### src/rtl/fetch_thread_ctrl.sv
// Multithreaded IF-stage fetch controller: round-robin thread select, per-thread miss waits,
// and a small MSHR queue that coalesces line misses and issues them to memory.
module fetch_thread_ctrl #(
  parameter int unsigned N_THREADS  = 4,
  parameter int unsigned PADDR_W    = 20,
  parameter int unsigned LINE_OFF_W = 4,
  parameter int unsigned MSHR_DEPTH = 2,
  localparam int unsigned TID_W     = $clog2(N_THREADS),
  localparam int unsigned MIDX_W    = (MSHR_DEPTH > 1) ? $clog2(MSHR_DEPTH) : 1,
  localparam int unsigned LINE_W    = PADDR_W - LINE_OFF_W
) (
  input  logic                 clk,
  input  logic                 rst,
  output logic [TID_W-1:0]     fetch_thread,
  output logic                 fetch_valid,
  input  logic                 miss_en,
  input  logic [PADDR_W-1:0]   miss_addr,
  input  logic                 exc_en,
  input  logic [TID_W-1:0]     exc_thread,
  output logic                 mem_req_ren,
  output logic [PADDR_W-1:0]   mem_req_addr,
  input  logic                 mem_req_ready,
  input  logic                 mem_rec_en,
  input  logic [PADDR_W-1:0]   mem_rec_addr,
  output logic [N_THREADS-1:0] stalled,
  output logic                 mshr_full
);

  typedef enum logic {StReady, StWaitMem} th_state_e;

  th_state_e            th_state_q [N_THREADS];
  th_state_e            th_state_d [N_THREADS];
  logic [MIDX_W-1:0]    th_idx_q   [N_THREADS];
  logic [MIDX_W-1:0]    th_idx_d   [N_THREADS];

  logic [MSHR_DEPTH-1:0] mshr_valid_q, mshr_valid_d;
  logic [MSHR_DEPTH-1:0] mshr_issued_q, mshr_issued_d;
  logic [LINE_W-1:0]     mshr_line_q [MSHR_DEPTH];
  logic [LINE_W-1:0]     mshr_line_d [MSHR_DEPTH];

  logic [TID_W-1:0]   fetch_thread_q, fetch_thread_d;
  logic               fetch_valid_q, fetch_valid_d;
  logic               req_ren_q, req_ren_d;
  logic [PADDR_W-1:0] req_addr_q, req_addr_d;
  logic [MIDX_W-1:0]  req_idx_q, req_idx_d;
  logic               mshr_full_q, mshr_full_d;

  logic [LINE_W-1:0]  line_miss, line_rec;
  logic               rec_hit, miss_live, miss_done, issue_found, sched_found;
  logic [MIDX_W-1:0]  rec_idx;
  int unsigned        cand;

  // Offset bits of both addresses are irrelevant at line granularity.
  logic unused_off;
  assign unused_off = ^{miss_addr[LINE_OFF_W-1:0], mem_rec_addr[LINE_OFF_W-1:0]};

  assign line_miss = miss_addr[PADDR_W-1:LINE_OFF_W];
  assign line_rec  = mem_rec_addr[PADDR_W-1:LINE_OFF_W];

  always_comb begin
    th_state_d     = th_state_q;
    th_idx_d       = th_idx_q;
    mshr_valid_d   = mshr_valid_q;
    mshr_issued_d  = mshr_issued_q;
    mshr_line_d    = mshr_line_q;
    fetch_thread_d = fetch_thread_q;
    fetch_valid_d  = 1'b0;
    req_ren_d      = req_ren_q;
    req_addr_d     = req_addr_q;
    req_idx_d      = req_idx_q;
    rec_hit        = 1'b0;
    rec_idx        = '0;
    miss_done      = 1'b0;
    issue_found    = 1'b0;
    sched_found    = 1'b0;
    cand           = 0;

    // Response: free the matching issued entry and release its waiters.
    for (int e = 0; e < MSHR_DEPTH; e++) begin
      if (!rec_hit && mem_rec_en && mshr_valid_q[e] && mshr_issued_q[e] &&
          mshr_line_q[e] == line_rec) begin
        rec_hit = 1'b1;
        rec_idx = MIDX_W'(e);
      end
    end
    if (rec_hit) begin
      mshr_valid_d[rec_idx]  = 1'b0;
      mshr_issued_d[rec_idx] = 1'b0;
      for (int t = 0; t < N_THREADS; t++) begin
        if (th_state_q[t] == StWaitMem && th_idx_q[t] == rec_idx) th_state_d[t] = StReady;
      end
    end

    // Exception: the entry stays allocated since its response is still coming.
    for (int t = 0; t < N_THREADS; t++) begin
      if (exc_en && TID_W'(t) == exc_thread) th_state_d[t] = StReady;
    end

    miss_live = miss_en && fetch_valid_q && !(exc_en && exc_thread == fetch_thread_q);
    if (miss_live && !(mem_rec_en && line_miss == line_rec)) begin
      for (int e = 0; e < MSHR_DEPTH; e++) begin
        if (!miss_done && mshr_valid_d[e] && mshr_line_d[e] == line_miss) begin
          miss_done = 1'b1;
          for (int t = 0; t < N_THREADS; t++) begin
            if (TID_W'(t) == fetch_thread_q) begin
              th_state_d[t] = StWaitMem;
              th_idx_d[t]   = MIDX_W'(e);
            end
          end
        end
      end
      for (int e = 0; e < MSHR_DEPTH; e++) begin
        if (!miss_done && !mshr_valid_d[e]) begin
          miss_done        = 1'b1;
          mshr_valid_d[e]  = 1'b1;
          mshr_issued_d[e] = 1'b0;
          mshr_line_d[e]   = line_miss;
          for (int t = 0; t < N_THREADS; t++) begin
            if (TID_W'(t) == fetch_thread_q) begin
              th_state_d[t] = StWaitMem;
              th_idx_d[t]   = MIDX_W'(e);
            end
          end
        end
      end
    end

    // Issue: after an accept, ren drops for a cycle before the next entry goes out.
    if (req_ren_q) begin
      if (mem_req_ready) begin
        mshr_issued_d[req_idx_q] = 1'b1;
        req_ren_d                = 1'b0;
      end
    end else begin
      for (int e = 0; e < MSHR_DEPTH; e++) begin
        if (!issue_found && mshr_valid_d[e] && !mshr_issued_d[e]) begin
          issue_found = 1'b1;
          req_ren_d   = 1'b1;
          req_addr_d  = {mshr_line_d[e], {LINE_OFF_W{1'b0}}};
          req_idx_d   = MIDX_W'(e);
        end
      end
    end

    for (int i = 1; i <= N_THREADS; i++) begin
      cand = (int'(fetch_thread_q) + i) % N_THREADS;
      if (!sched_found && th_state_d[cand] == StReady) begin
        sched_found    = 1'b1;
        fetch_thread_d = TID_W'(cand);
      end
    end
    fetch_valid_d = sched_found;
    mshr_full_d   = &mshr_valid_d;
  end

  always_ff @(posedge clk or posedge rst) begin
    if (rst) begin
      for (int t = 0; t < N_THREADS; t++) begin
        th_state_q[t] <= StReady;
        th_idx_q[t]   <= '0;
      end
      for (int e = 0; e < MSHR_DEPTH; e++) mshr_line_q[e] <= '0;
      mshr_valid_q   <= '0;
      mshr_issued_q  <= '0;
      fetch_thread_q <= TID_W'(N_THREADS - 1);
      fetch_valid_q  <= 1'b0;
      req_ren_q      <= 1'b0;
      req_addr_q     <= '0;
      req_idx_q      <= '0;
      mshr_full_q    <= 1'b0;
    end else begin
      th_state_q     <= th_state_d;
      th_idx_q       <= th_idx_d;
      mshr_line_q    <= mshr_line_d;
      mshr_valid_q   <= mshr_valid_d;
      mshr_issued_q  <= mshr_issued_d;
      fetch_thread_q <= fetch_thread_d;
      fetch_valid_q  <= fetch_valid_d;
      req_ren_q      <= req_ren_d;
      req_addr_q     <= req_addr_d;
      req_idx_q      <= req_idx_d;
      mshr_full_q    <= mshr_full_d;
    end
  end

  always_comb begin
    for (int t = 0; t < N_THREADS; t++) stalled[t] = (th_state_q[t] == StWaitMem);
  end

  assign fetch_thread = fetch_thread_q;
  assign fetch_valid  = fetch_valid_q;
  assign mem_req_ren  = req_ren_q;
  assign mem_req_addr = req_addr_q;
  assign mshr_full    = mshr_full_q;

endmodule

### config.mk
export PLATFORM = sky130hd
export DESIGN_NAME = fetch_thread_ctrl
export DESIGN_NICKNAME = d
export VERILOG_FILES = /design/src/rtl/fetch_thread_ctrl.sv
export SDC_FILE = /design/constraint.sdc
export NUM_CORES = 1
export LEC_CHECK = 0
export ABC_AREA = 0
export CORE_ASPECT_RATIO = 1.1
export CORE_MARGIN = 3
export CORE_UTILIZATION = 53
export CTS_CLUSTER_SIZE = 14
export DETAILED_ROUTE_END_ITERATION = 8
export PLACE_DENSITY = 0.87
export SLEW_MARGIN = 20
export SYNTH_ARGS = -nofsm -noshare
export SYNTH_HDL_FRONTEND = slang
export SYNTH_SLANG_ARGS = --single-unit
### constraint.sdc
create_clock -name clk -period 3.4 [get_ports clk]
set_input_delay 0.68 -clock clk [delete_from_list [all_inputs] [get_ports clk]]
set_output_delay 0.68 -clock clk [all_outputs]
set_load 0.01 [all_outputs]
==> results.sh, run 1 <==
export IMPL_slowest_delay_ns=0.46
export IMPL_tritoncts="yes"
export IMPL_flow_area_growth_from_synthesis_pct=34.9
export IMPL_status="completed"
export IMPL_hold_end="mem_req_addr[14]$_DFFE_PP0P_"
export IMPL_synthDistinctLibCells=62
export IMPL_rr_endpoint="fetch_thread[0]$_DFFE_PP1P_"
export IMPL_postSynth_asyncResetShare=1.00
export IMPL_syn_cell_area_sq_um=4320
export IMPL_max_slew_margin_rel=0.388
export IMPL_leakagePower_uw=0.00248
export IMPL_ys_warnings_count=0
export IMPL_clock_root_buffer="sky130_fd_sc_hd__clkbuf_8"
export IMPL_chipWidth_microns=92.1
export IMPL_weighted_congestion_at_the_end_of_routability_driven_global_placement=0.985
export IMPL_die_area_sq_um=9270
export IMPL_detailroute_via_count=3920
export IMPL_floorplan_die_height_microns=101
export IMPL_placed_cell_area_sq_um=5470
export IMPL_grt_first_pass_wirelength_microns=20800
export IMPL_critical_path_startpoint_type="primary input"
export IMPL_rows=33
export IMPL_dominantRegCellSynth="sky130_fd_sc_hd__dfrtp_1"
export IMPL_synth_avg_cell_area_sq_um=10.8
export IMPL_clock_insertion_delay_worst_skew_ns=0.36
export IMPL_timing_hold_worst_path_depth=1
export IMPL_effective_utilization_at_floorplan=0.563
export IMPL_post_placement_cell_count=607
export IMPL_period_share=0.995
export IMPL_ff2ff_path_depth=10
export IMPL_antenna_cells=0
export IMPL_synth_seq_area_share=0.383
export IMPL_core_area_sq_um=7680
export IMPL_io_buffers=64
export IMPL_count_of_flip_flops_with_a_built_in_enable_after_synthesis=0
export IMPL_fin_worst_skew_ns=0.00764
export IMPL_post_dp_hpwl_microns=9090
export IMPL_postLayoutCellArea_sq_um=5830
export IMPL_worst_endpoint_arrival_ns=3.64
export IMPL_drc_errors=0
export IMPL_cts_buffer_depth=2
export IMPL_worst_setup_path_type="primary input to flip-flop"
export IMPL_layoutNonFillerInstCount=629
export IMPL_hold_fails_final_rpt=0
export IMPL_first_global_vias=4144
export IMPL_worstPathMaxFanout=4
export IMPL_drv_slew=0
export IMPL_regToRegStartpoint="mshr_line_q[17]$_DFF_PP0_"
export IMPL_rsz0062_at_grt="yes"
export IMPL_drt_wirelength_per_cell_microns=21.1
export IMPL_drt_vias_per_instance=6.23
export IMPL_cp_required_ns=3.66
export IMPL_ffs_latches_synth=66
export IMPL_startpoint_of_the_lowest_slack_hold_path="mem_req_addr[14]$_DFFE_PP0P_"
export IMPL_detail_route_wirelength_microns=13300
export IMPL_numCtsBuffers=9
export IMPL_holdCritPathClass="flip-flop to flip-flop"
export IMPL_critical_path_cell_chain="clkdlybuf4s50_1 > xor2_1 > nor4_2 > nand3_1 > buf_4 > a211oi_4 > a21oi_1 > a31o_2 > mux4_2 > a221o_1 > o311ai_2"
export IMPL_critPathBufInv=2
export IMPL_fmax_mhz=296
export IMPL_timing_max_cap_violations=0
export IMPL_firstDrtPassIters=5
export IMPL_netlist_instances=402
export IMPL_drt_iter0_drc=322
export IMPL_fin_worst_hold_slack_ns=0.514
export IMPL_vdd_ir_drop_max_mv=0.432
export IMPL_end_of_flow_core_utilization=0.759
export IMPL_element_type_at_the_critical_path_end="flip-flop"
export IMPL_critical_path_slowest_cell="sky130_fd_sc_hd__mux4_2"
export IMPL_timing_worst_slew_pin_value_ns=0.917
export IMPL_io_pin_count=77
export IMPL_drive_gt1_frac=0.281
export IMPL_timing_final_crit_period_ns=3.38
export IMPL_clkTransAtPathRegs_ns=0.08
export IMPL_power_per_cell_area_nw_per_um2=601
export IMPL_largest_net_degree_at_the_start_of_global_routing=67
export IMPL_h_tree_depth=3
export IMPL_grt_overflow_total=0
export IMPL_globalRouteTotalUtil=0.288
export IMPL_antenna_violations_before_repair=0
export IMPL_setup_reg_to_reg_worst_slack_ns=0.30
export IMPL_cts_sink_count=66
export IMPL_nNetsFinal=572
export IMPL_timing_setup_tns_ns=0
export IMPL_final_antenna_net_count=0
export IMPL_cp_top_family="compound AO/OA/AOI/OAI gates"
export IMPL_timing_final_setup_violations=0
export IMPL_ctsHoldBuffers=0
## cell families after synthesis
logic type / synth area share
buffers and inverters: 0.0483
AO/OA/AOI/OAI: 0.200
other: 0.000868
XOR/XNOR: 0.166
adder cells (fa/ha/maj): 0.0116
flip-flops: 0.383
AND/OR/NAND/NOR: 0.0921
multiplexers: 0.0984
## synthesized netlist by cell type (2+ instances only)
cell type                   count  area [sq um]
sky130_fd_sc_hd__a211o_1        2          17.5
sky130_fd_sc_hd__a211oi_1       2          15.0
sky130_fd_sc_hd__a21boi_0       2          15.0
sky130_fd_sc_hd__a21oi_1        6          30.0
sky130_fd_sc_hd__a31o_2         2          17.5
sky130_fd_sc_hd__a31oi_1        7          43.8
sky130_fd_sc_hd__and2_1         2          12.5
sky130_fd_sc_hd__and3_1         2          12.5
sky130_fd_sc_hd__buf_2         23           115
sky130_fd_sc_hd__buf_4          4          30.0
sky130_fd_sc_hd__clkbuf_1       7          26.3
sky130_fd_sc_hd__dfrtp_1       64          1600
sky130_fd_sc_hd__dfstp_2        2          52.6
sky130_fd_sc_hd__ha_1           4          50.1
sky130_fd_sc_hd__inv_1          8          30.0
sky130_fd_sc_hd__mux2_1         5          56.3
sky130_fd_sc_hd__mux2_2        27           304
sky130_fd_sc_hd__mux2i_1        2          20.0
sky130_fd_sc_hd__mux4_2         2          45.0
sky130_fd_sc_hd__nand2_1       12          45.0
sky130_fd_sc_hd__nand3_1        6          30.0
sky130_fd_sc_hd__nand3b_1       2          15.0
sky130_fd_sc_hd__nand4_1       11          68.8
sky130_fd_sc_hd__nor2_1         7          26.3
sky130_fd_sc_hd__nor2b_1        2          12.5
sky130_fd_sc_hd__nor3_1         6          30.0
sky130_fd_sc_hd__nor4_1         6          37.5
sky130_fd_sc_hd__nor4_2         5          62.6
sky130_fd_sc_hd__o2111ai_1      3          26.3
sky130_fd_sc_hd__o211ai_1       2          15.0
sky130_fd_sc_hd__o21a_1         2          15.0
sky130_fd_sc_hd__o21ai_0        7          35.0
sky130_fd_sc_hd__o22a_1        33           289
sky130_fd_sc_hd__o31a_1        16           140
sky130_fd_sc_hd__o31ai_1        2          15.0
sky130_fd_sc_hd__xnor2_1       43           377
sky130_fd_sc_hd__xor2_1        39           342
## state kept, by name (all words and copies together) (netlist names)
signal and flops:
fetch_thread 2, fetch_valid 1, mem_req_addr 16, mem_req_ren 1, mshr_full 1, mshr_issued_q 2, mshr_line_q 32, mshr_valid_q 2
req_idx_q 1, stalled 4, th_idx_q 4
## placed cells by master, fill, tap and decap left out, drive strengths merged, types with 7 or more instances in the layout
master | Yosys | layout
buf | 28 | 75
dlymetal6s2s | 0 | 8
a31oi | 7 | 7
clkdlybuf4s50 | 0 | 50
nand4 | 11 | 11
nor4 | 11 | 11
dfrtp | 64 | 64
a21oi | 7 | 7
nor2 | 8 | 8
o31a | 16 | 16
inv | 8 | 8
xnor2 | 43 | 43
clkbuf | 7 | 12
xor2 | 39 | 39
nand2 | 12 | 12
mux2 | 32 | 32
o22a | 33 | 33
o21ai | 8 | 8
nand3 | 7 | 7
## through the flow
step	power (uW)	setup WS, ns
after CTS	3450	0.0235
after floorplan	2110	0.284
after global routing	3670	-0.0912
after global placement	2680	-0.606
after detailed placement	2760	-0.700
final	3500	0.0184
## how the worst max path moves through the flow
stage | startpoint | end | depth (start not counted)
6_report | mem_rec_addr[7] | fetch_thread[0]$_DFFE_PP1P_ | 11
5_1_grt | mem_rec_addr[7] | fetch_thread[0]$_DFFE_PP1P_ | 11
4_1_cts | mem_rec_addr[9] | fetch_thread[0]$_DFFE_PP1P_ | 12
2_1_floorplan | mem_rec_addr[19] | mem_req_addr[13]$_DFFE_PP0P_ | 9
3_5_place_dp | mem_rec_addr[10] | mem_req_addr[8]$_DFFE_PP0P_ | 9
3_3_place_gp | mem_rec_addr[10] | mem_req_addr[6]$_DFFE_PP0P_ | 9
## metal layers
metal  vias to the layer above  part of all wire  global-route usage
met4                         0             0.044               0.157
met5                         -                 0                   0
met3                        51             0.064              0.0538
met1                      1944              0.38               0.336
li1                       1716                 -                   -
met2                       209              0.51               0.501
## power by group
part	internal (uW)	leakage (uW)	switching, uW
combinational	829	0.00160	768
sequential	1020	0.000783	216
clock	353	0.0000962	317
## layout make-up
class	instances	area, sq um
Tap cell	105	131
Multi-Input combinational cell	295	2560
Clock buffer	12	145
Inverter	9	33.8
Fill cell	476	1850
Timing Repair Buffer	139	1260
Sequential cell	66	1650
Clock inverter	3	40.0
## timing repair
action                                  CTS  global route
endpoints found under the setup margin   18            33
pin swaps                                12            13
hold endpoints to repair                  0             0
setup buffers                             6             1
resized for setup                        13            17
Note: power is estimated with default switching activity, not from simulation.
==> run 2, diff against run 1 <==
- ABC_CLOCK_PERIOD_IN_PS: default -> 3400
- GPL_ROUTABILITY_DRIVEN: default -> 0
- PLACE_DENSITY: 0.87 -> default
- PLACE_DENSITY_LB_ADDON: default -> 0.25
==> run 2 against run 1 <==
  * The run now ends with negative setup slack left
  * Cell count shrank 0.32%
  * Sequential share of layout area shrank 0.067 points
  * Sequential cell count did not move
  * Largest power group unchanged
==> results.sh, run 2 (same netlist as run 1, synthesis figures left out) <==
export IMPL_grt_overflow_total=0
export IMPL_dr_wl_met3_microns=782
export IMPL_cpMostUsedCell="sky130_fd_sc_hd__buf_4"
export IMPL_antenna_violations_before_repair=0
export IMPL_regToRegStartpoint="mshr_line_q[24]$_DFF_PP0_"
export IMPL_hold_fails_final_rpt=0
export IMPL_vdd_ir_drop_max_mv=0.386
export IMPL_die_area_sq_um=9270
export IMPL_timing_setup_tns_ns=-0.00818
export IMPL_h_tree_depth=3
export IMPL_cts_sink_count=66
export IMPL_critical_path_startpoint_type="primary input"
export IMPL_numCtsBuffers=9
export IMPL_drc_errors=0
export IMPL_rsz0062_at_grt="yes"
export IMPL_detailroute_via_count=3795
export IMPL_post_dp_hpwl_microns=8870
export IMPL_timing_final_crit_period_ns=3.41
export IMPL_drive_gt1_frac=0.289
export IMPL_critical_path_slowest_cell="sky130_fd_sc_hd__clkdlybuf4s50_1"
export IMPL_antenna_cells=0
export IMPL_sw_frac_of_total=0.375
export IMPL_floorplan_die_height_microns=101
export IMPL_largest_register="mshr_line_q"
export IMPL_drv_slew=0
export IMPL_status="complete, but fails checks"
export IMPL_holdCritPathClass="flip-flop to flip-flop"
export IMPL_drt_wirelength_per_cell_microns=20.7
export IMPL_timing_critical_path_from="mem_rec_addr[8]"
export IMPL_io_pin_count=77
export IMPL_drt_vias_per_instance=6.05
export IMPL_first_global_vias=3821
export IMPL_placement_setup_worst_slack_ns=-0.480
export IMPL_max_slew_margin_rel=0.427
export IMPL_slowest_delay_ns=0.48
export IMPL_globalRouteTotalUtil=0.268
export IMPL_cts_buffer_depth=2
export IMPL_fmax_mhz=293
export IMPL_comb_power_share=0.451
export IMPL_firstDrtPassIters=5
export IMPL_power_net_switching_uw=1290
export IMPL_final_antenna_net_count=0
export IMPL_clock_insertion_delay_worst_skew_ns=0.36
export IMPL_post_placement_cell_count=603
export IMPL_fin_worst_skew_ns=0.0126
export IMPL_tritoncts="yes"
export IMPL_flow_area_growth_from_synthesis_pct=35.3
export IMPL_core_area_sq_um=7680
export IMPL_timing_max_cap_violations=0
export IMPL_p_int_uw=2140
export IMPL_layout_cells_most_common_list="sky130_fd_sc_hd__buf_4 (68), sky130_fd_sc_hd__dfrtp_1 (64), sky130_fd_sc_hd__clkdlybuf4s50_1 (54), sky130_fd_sc_hd__xnor2_1 (43), sky130_fd_sc_hd__xor2_1 (34)"
export IMPL_power_frac_clock=0.188
export IMPL_met2WireLength_microns=6540
export IMPL_ctsHoldBuffers=0
export IMPL_critical_path_cell_chain="clkdlybuf4s50_1 > buf_4 > xor2_1 > nor4_2 > nand4_1 > o21a_1 > buf_4 > a32o_2 > mux4_2 > a221o_1 > o311ai_1"
export IMPL_worstPathMaxFanout=6
export IMPL_cp_required_ns=3.66
export IMPL_clock_root_buffer="sky130_fd_sc_hd__clkbuf_8"
export IMPL_period_share=1.00
export IMPL_layout_filler_cell_count=521
export IMPL_critPathBufInv=3
export IMPL_rows=33
export IMPL_number_of_flip_flops_under_the_largest_register_name=32
export IMPL_worst_setup_path_type="primary input to flip-flop"
export IMPL_leakagePower_uw=0.00244
export IMPL_element_type_at_the_critical_path_end="flip-flop"
export IMPL_grt_first_pass_wirelength_microns=19200
export IMPL_timing_final_setup_violations=1
export IMPL_detail_route_wirelength_met1_microns=5190
export IMPL_seqPwrFrac=0.361
export IMPL_io_buffers=64
export IMPL_startpoint_of_the_lowest_slack_hold_path="mem_req_addr[11]$_DFFE_PP0P_"
export IMPL_clkTransAtPathRegs_ns=0.08
export IMPL_worst_endpoint_arrival_ns=3.67
export IMPL_failed_checks="negative setup slack"
export IMPL_power_per_cell_area_nw_per_um2=587
export IMPL_drt_iter0_drc=244
export IMPL_layoutNonFillerInstCount=627
export IMPL_topRoutingLayerUsed="met4"
export IMPL_cp_top_family="compound AO/OA/AOI/OAI gates"
export IMPL_largest_net_degree_at_the_start_of_global_routing=67
export IMPL_effective_utilization_at_floorplan=0.563
export IMPL_nNetsFinal=569
export IMPL_detail_route_wirelength_microns=13000
export IMPL_chipWidth_microns=92.1
export IMPL_timing_worst_slew_pin_value_ns=0.859
export IMPL_final_common_cell="sky130_fd_sc_hd__buf_4"
export IMPL_setup_slack_ns=-0.00818
==> run 2: stage by stage <==
| stage | cell area [sq um] | hold slack [ns] | total power [uW] | utilization |
|---|---|---|---|---|
| 6_report | 5850 | 0.510 | 3430 | 0.761 |
| 3_3_place_gp | 5420 | 0.468 | 2690 | 0.706 |
| 4_1_cts | 5620 | 0.515 | 3390 | 0.731 |
| 2_1_floorplan | 4330 | 0.458 | 2110 | - |
| 5_1_grt | 5850 | 0.530 | 3620 | 0.761 |
| 3_5_place_dp | 5420 | 0.496 | 2750 | 0.706 |
==> run 2: final cells by class <==
class                   count  area [sq um]  area share
inverters                   9          33.8     0.00578
multi-input cells         295          2610       0.446
flip-flops and latches     66          1650       0.283
repair buffers            136          1230       0.210
well taps                 105           131      0.0225
clock inverters             5          37.5     0.00642
clock buffers              11           151      0.0259
==> run 2: path summary, 6_finish.rpt <==
| check | end | slack, ns | cells after the start |
|---|---|---|---|
| max | fetch_thread[0]$_DFFE_PP1P_ | -0.008 | 11 |
| min | mem_req_addr[11]$_DFFE_PP0P_ | 0.51 | 1 |
| max reg2reg | mem_req_addr[8]$_DFFE_PP0P_ | 0.36 | 10 |
| min reg2reg | mem_req_addr[11]$_DFFE_PP0P_ | 0.51 | 1 |
| max in group asynchronous | mshr_line_q[8]$_DFF_PP0_ | 1.93 | 3 |
| min in group asynchronous | mem_req_addr[9]$_DFFE_PP0P_ | 0.88 | 3 |
==> run 2: timing repair <==
action / 4_1_cts / 5_1_grt
setup buffers: 0 / 8
resized for setup: 1 / 32
pin swaps: 1 / 12
endpoints found under the setup margin: 2 / 18
==> run 2: power by group through the flow <==
stage	logic (uW)	clock network (uW)	registers (uW)
2_1_floorplan	860	0	1250
3_3_place_gp	1450	0	1230
3_5_place_dp	1500	0	1250
4_1_cts	1510	648	1230
5_1_grt	1670	684	1270
6_report	1550	643	1240
==> run 2: per-layer routing <==
| layer | up-vias | global-route usage |
|---|---|---|
| met1 | 1857 | 0.336 |
| met4 | 0 | 0.123 |
| met2 | 180 | 0.460 |
| li1 | 1711 | - |
| met3 | 47 | 0.0366 |
| met5 | - | 0 |
==> run 3, diff against run 2 <==
- SETUP_SLACK_MARGIN: default -> 0.1
==> run 3 against run 2 <==
  * The run now ends clean
  * Hold slack gained 0.0018 ns
  * Final area grew 0.13%
  * Clock skew grew 0.0011 ns
  * Clock power is essentially flat
  * Wire length shrank 2.4%
  * Combinational power is essentially flat
==> results.sh, run 3 (same netlist as run 1, synthesis figures left out) <==
export IMPL_worst_setup_path_type="primary input to flip-flop"
export IMPL_rsz0062_at_grt="no"
export IMPL_fin_worst_skew_ns=0.0137
export IMPL_detailroute_via_count=3760
export IMPL_power_total_uw=3430
export IMPL_floorplan_die_height_microns=101
export IMPL_seqPwrFrac=0.361
export IMPL_regArea_sq_um=1650
export IMPL_io_pin_count=77
export IMPL_fin_worst_hold_slack_ns=0.512
export IMPL_antenna_violations_before_repair=0
export IMPL_timing_max_cap_violations=0
export IMPL_cp_top_family="compound AO/OA/AOI/OAI gates"
export IMPL_status="completed"
export IMPL_worstPathMaxFanout=6
export IMPL_drt_wirelength_per_cell_microns=20.3
export IMPL_io_buffers=64
export IMPL_power_per_cell_area_nw_per_um2=586
export IMPL_p_int_uw=2150
export IMPL_core_area_sq_um=7680
export IMPL_detail_route_wirelength_microns=12700
export IMPL_effective_utilization_at_floorplan=0.563
export IMPL_timing_setup_tns_ns=0
export IMPL_grt_first_pass_wirelength_microns=19500
export IMPL_slowest_delay_ns=0.63
export IMPL_drt_iter0_drc=195
export IMPL_element_type_at_the_critical_path_end="flip-flop"
export IMPL_vdd_ir_drop_max_mv=0.382
export IMPL_timing_worst_slew_pin_value_ns=0.847
export IMPL_tritoncts="yes"
export IMPL_layout_filler_cell_count=519
export IMPL_timing_final_setup_violations=0
export IMPL_clock_insertion_delay_worst_skew_ns=0.36
export IMPL_layout_cells_most_common_list="sky130_fd_sc_hd__buf_4 (67), sky130_fd_sc_hd__dfrtp_1 (64), sky130_fd_sc_hd__clkdlybuf4s50_1 (45), sky130_fd_sc_hd__xnor2_1 (41), sky130_fd_sc_hd__xor2_1 (35)"
export IMPL_die_area_sq_um=9270
export IMPL_drc_errors=0
export IMPL_flow_area_growth_from_synthesis_pct=35.4
export IMPL_critPathBufInv=2
export IMPL_worst_endpoint_arrival_ns=3.51
export IMPL_drive_gt1_frac=0.290
export IMPL_post_dp_hpwl_microns=8870
export IMPL_layoutNonFillerInstCount=626
export IMPL_grt_overflow_total=0
export IMPL_max_slew_margin_rel=0.436
export IMPL_multiInputGateArea_sq_um=2610
export IMPL_final_common_cell="sky130_fd_sc_hd__buf_4"
export IMPL_largest_register="mshr_line_q"
export IMPL_critical_path_startpoint_type="primary input"
export IMPL_first_global_vias=3891
export IMPL_drt_vias_per_instance=6.01
export IMPL_fmax_mhz=307
export IMPL_rows=33
export IMPL_comb_power_share=0.451
export IMPL_holdCritPathClass="flip-flop to flip-flop"
export IMPL_drv_slew=0
export IMPL_timing_final_crit_period_ns=3.25
export IMPL_hold_fails_final_rpt=0
export IMPL_final_antenna_net_count=0
export IMPL_leakagePower_uw=0.00251
export IMPL_critical_path_slowest_cell="sky130_fd_sc_hd__clkdlybuf4s50_1"
export IMPL_cts_sink_count=66
export IMPL_postLayoutCellArea_sq_um=5850
export IMPL_power_net_switching_uw=1280
export IMPL_sw_frac_of_total=0.374
export IMPL_critical_path_cell_chain="clkdlybuf4s50_1 > xnor2_1 > nand4_1 > nor4_2 > buf_4 > a2111oi_4 > nand3_4 > a32o_2 > mux4_2 > a221o_1 > o311ai_1"
export IMPL_clock_root_buffer="sky130_fd_sc_hd__clkbuf_8"
export IMPL_globalRouteTotalUtil=0.272
export IMPL_firstDrtPassIters=5
export IMPL_nNetsFinal=568
export IMPL_numCtsBuffers=9
export IMPL_chipWidth_microns=92.1
export IMPL_h_tree_depth=3
export IMPL_cp_required_ns=3.66
export IMPL_cts_buffer_depth=2
export IMPL_power_frac_clock=0.188
export IMPL_ctsHoldBuffers=0
export IMPL_post_placement_cell_count=603
export IMPL_period_share=0.957
export IMPL_antenna_cells=0
export IMPL_largest_net_degree_at_the_start_of_global_routing=67
export IMPL_placed_cell_area_sq_um=5420
export IMPL_number_of_flip_flops_under_the_largest_register_name=32
export IMPL_clkTransAtPathRegs_ns=0.08
-- run 3: cell types whose count changed in the layout (fill, tap and decap cells not counted), moves of 2 or more --
cell | before | now
sky130_fd_sc_hd__dlygate4sd2_1 | 0 | 3
sky130_fd_sc_hd__xnor2_1 | 43 | 41
sky130_fd_sc_hd__nand3_2 | 2 | 0
sky130_fd_sc_hd__clkdlybuf4s50_1 | 54 | 45
sky130_fd_sc_hd__dlymetal6s2s_1 | 10 | 16
sky130_fd_sc_hd__xnor2_2 | 0 | 2
-- run 3: timing repair --
item,4_1_cts,5_1_grt
endpoints found under the setup margin,13,34
endpoints found under the hold margin,0,0
pin swaps,10,13
gates resized for setup,13,31
setup buffers,4,3
-- run 3: power by group through the flow --
| stage | Clock [uW] | Combinational (uW) | Sequential (uW) |
|---|---|---|---|
| floorplan | 0 | 860 | 1250 |
| global placement | 0 | 1450 | 1230 |
| detailed placement | 0 | 1500 | 1250 |
| CTS | 648 | 1530 | 1230 |
| global route | 684 | 1660 | 1270 |
| finish | 645 | 1540 | 1240 |
-- run 3: area by class of cell --
cell class              instances  share of cell area
clock inverters                 5             0.00641
multi-input cells             295               0.446
flip-flops and latches         66               0.283
well taps                     105              0.0224
repair buffers                135               0.211
inverters                       9             0.00577
clock buffers                  11              0.0259
-- run 3: stage by stage --
| step | worst slack [ns] | utilization |
|---|---|---|
| 2_1_floorplan | 0.284 | - |
| 3_3_place_gp | -0.334 | 0.706 |
| 3_5_place_dp | -0.480 | 0.706 |
| 4_1_cts | 0.0927 | 0.744 |
| 5_1_grt | 0.0340 | 0.762 |
| 6_report | 0.148 | 0.762 |
-- run 3: final timing paths --
kind | start | end | slack, ns | depth (start not counted)
worst max-delay path | miss_addr[4] | fetch_thread[0]$_DFFE_PP1P_ | 0.15 | 11
worst min-delay path | mem_req_addr[19]$_DFFE_PP0P_ | mem_req_addr[19]$_DFFE_PP0P_ | 0.51 | 1
worst max register to register | mshr_line_q[29]$_DFF_PP0_ | mem_req_addr[8]$_DFFE_PP0P_ | 0.40 | 10
worst min register to register | mem_req_addr[19]$_DFFE_PP0P_ | mem_req_addr[19]$_DFFE_PP0P_ | 0.51 | 1
max in group asynchronous | rst | mshr_issued_q[0]$_DFF_PP0_ | 1.96 | 3
min in group asynchronous | rst | mshr_line_q[31]$_DFF_PP0_ | 0.89 | 3
-- run 3: per-layer routing --
metal,part of all wire,track usage
met1,0.41,0.336
met2,0.49,0.461
met3,0.058,0.0366
met4,0.043,0.149
met5,0,0
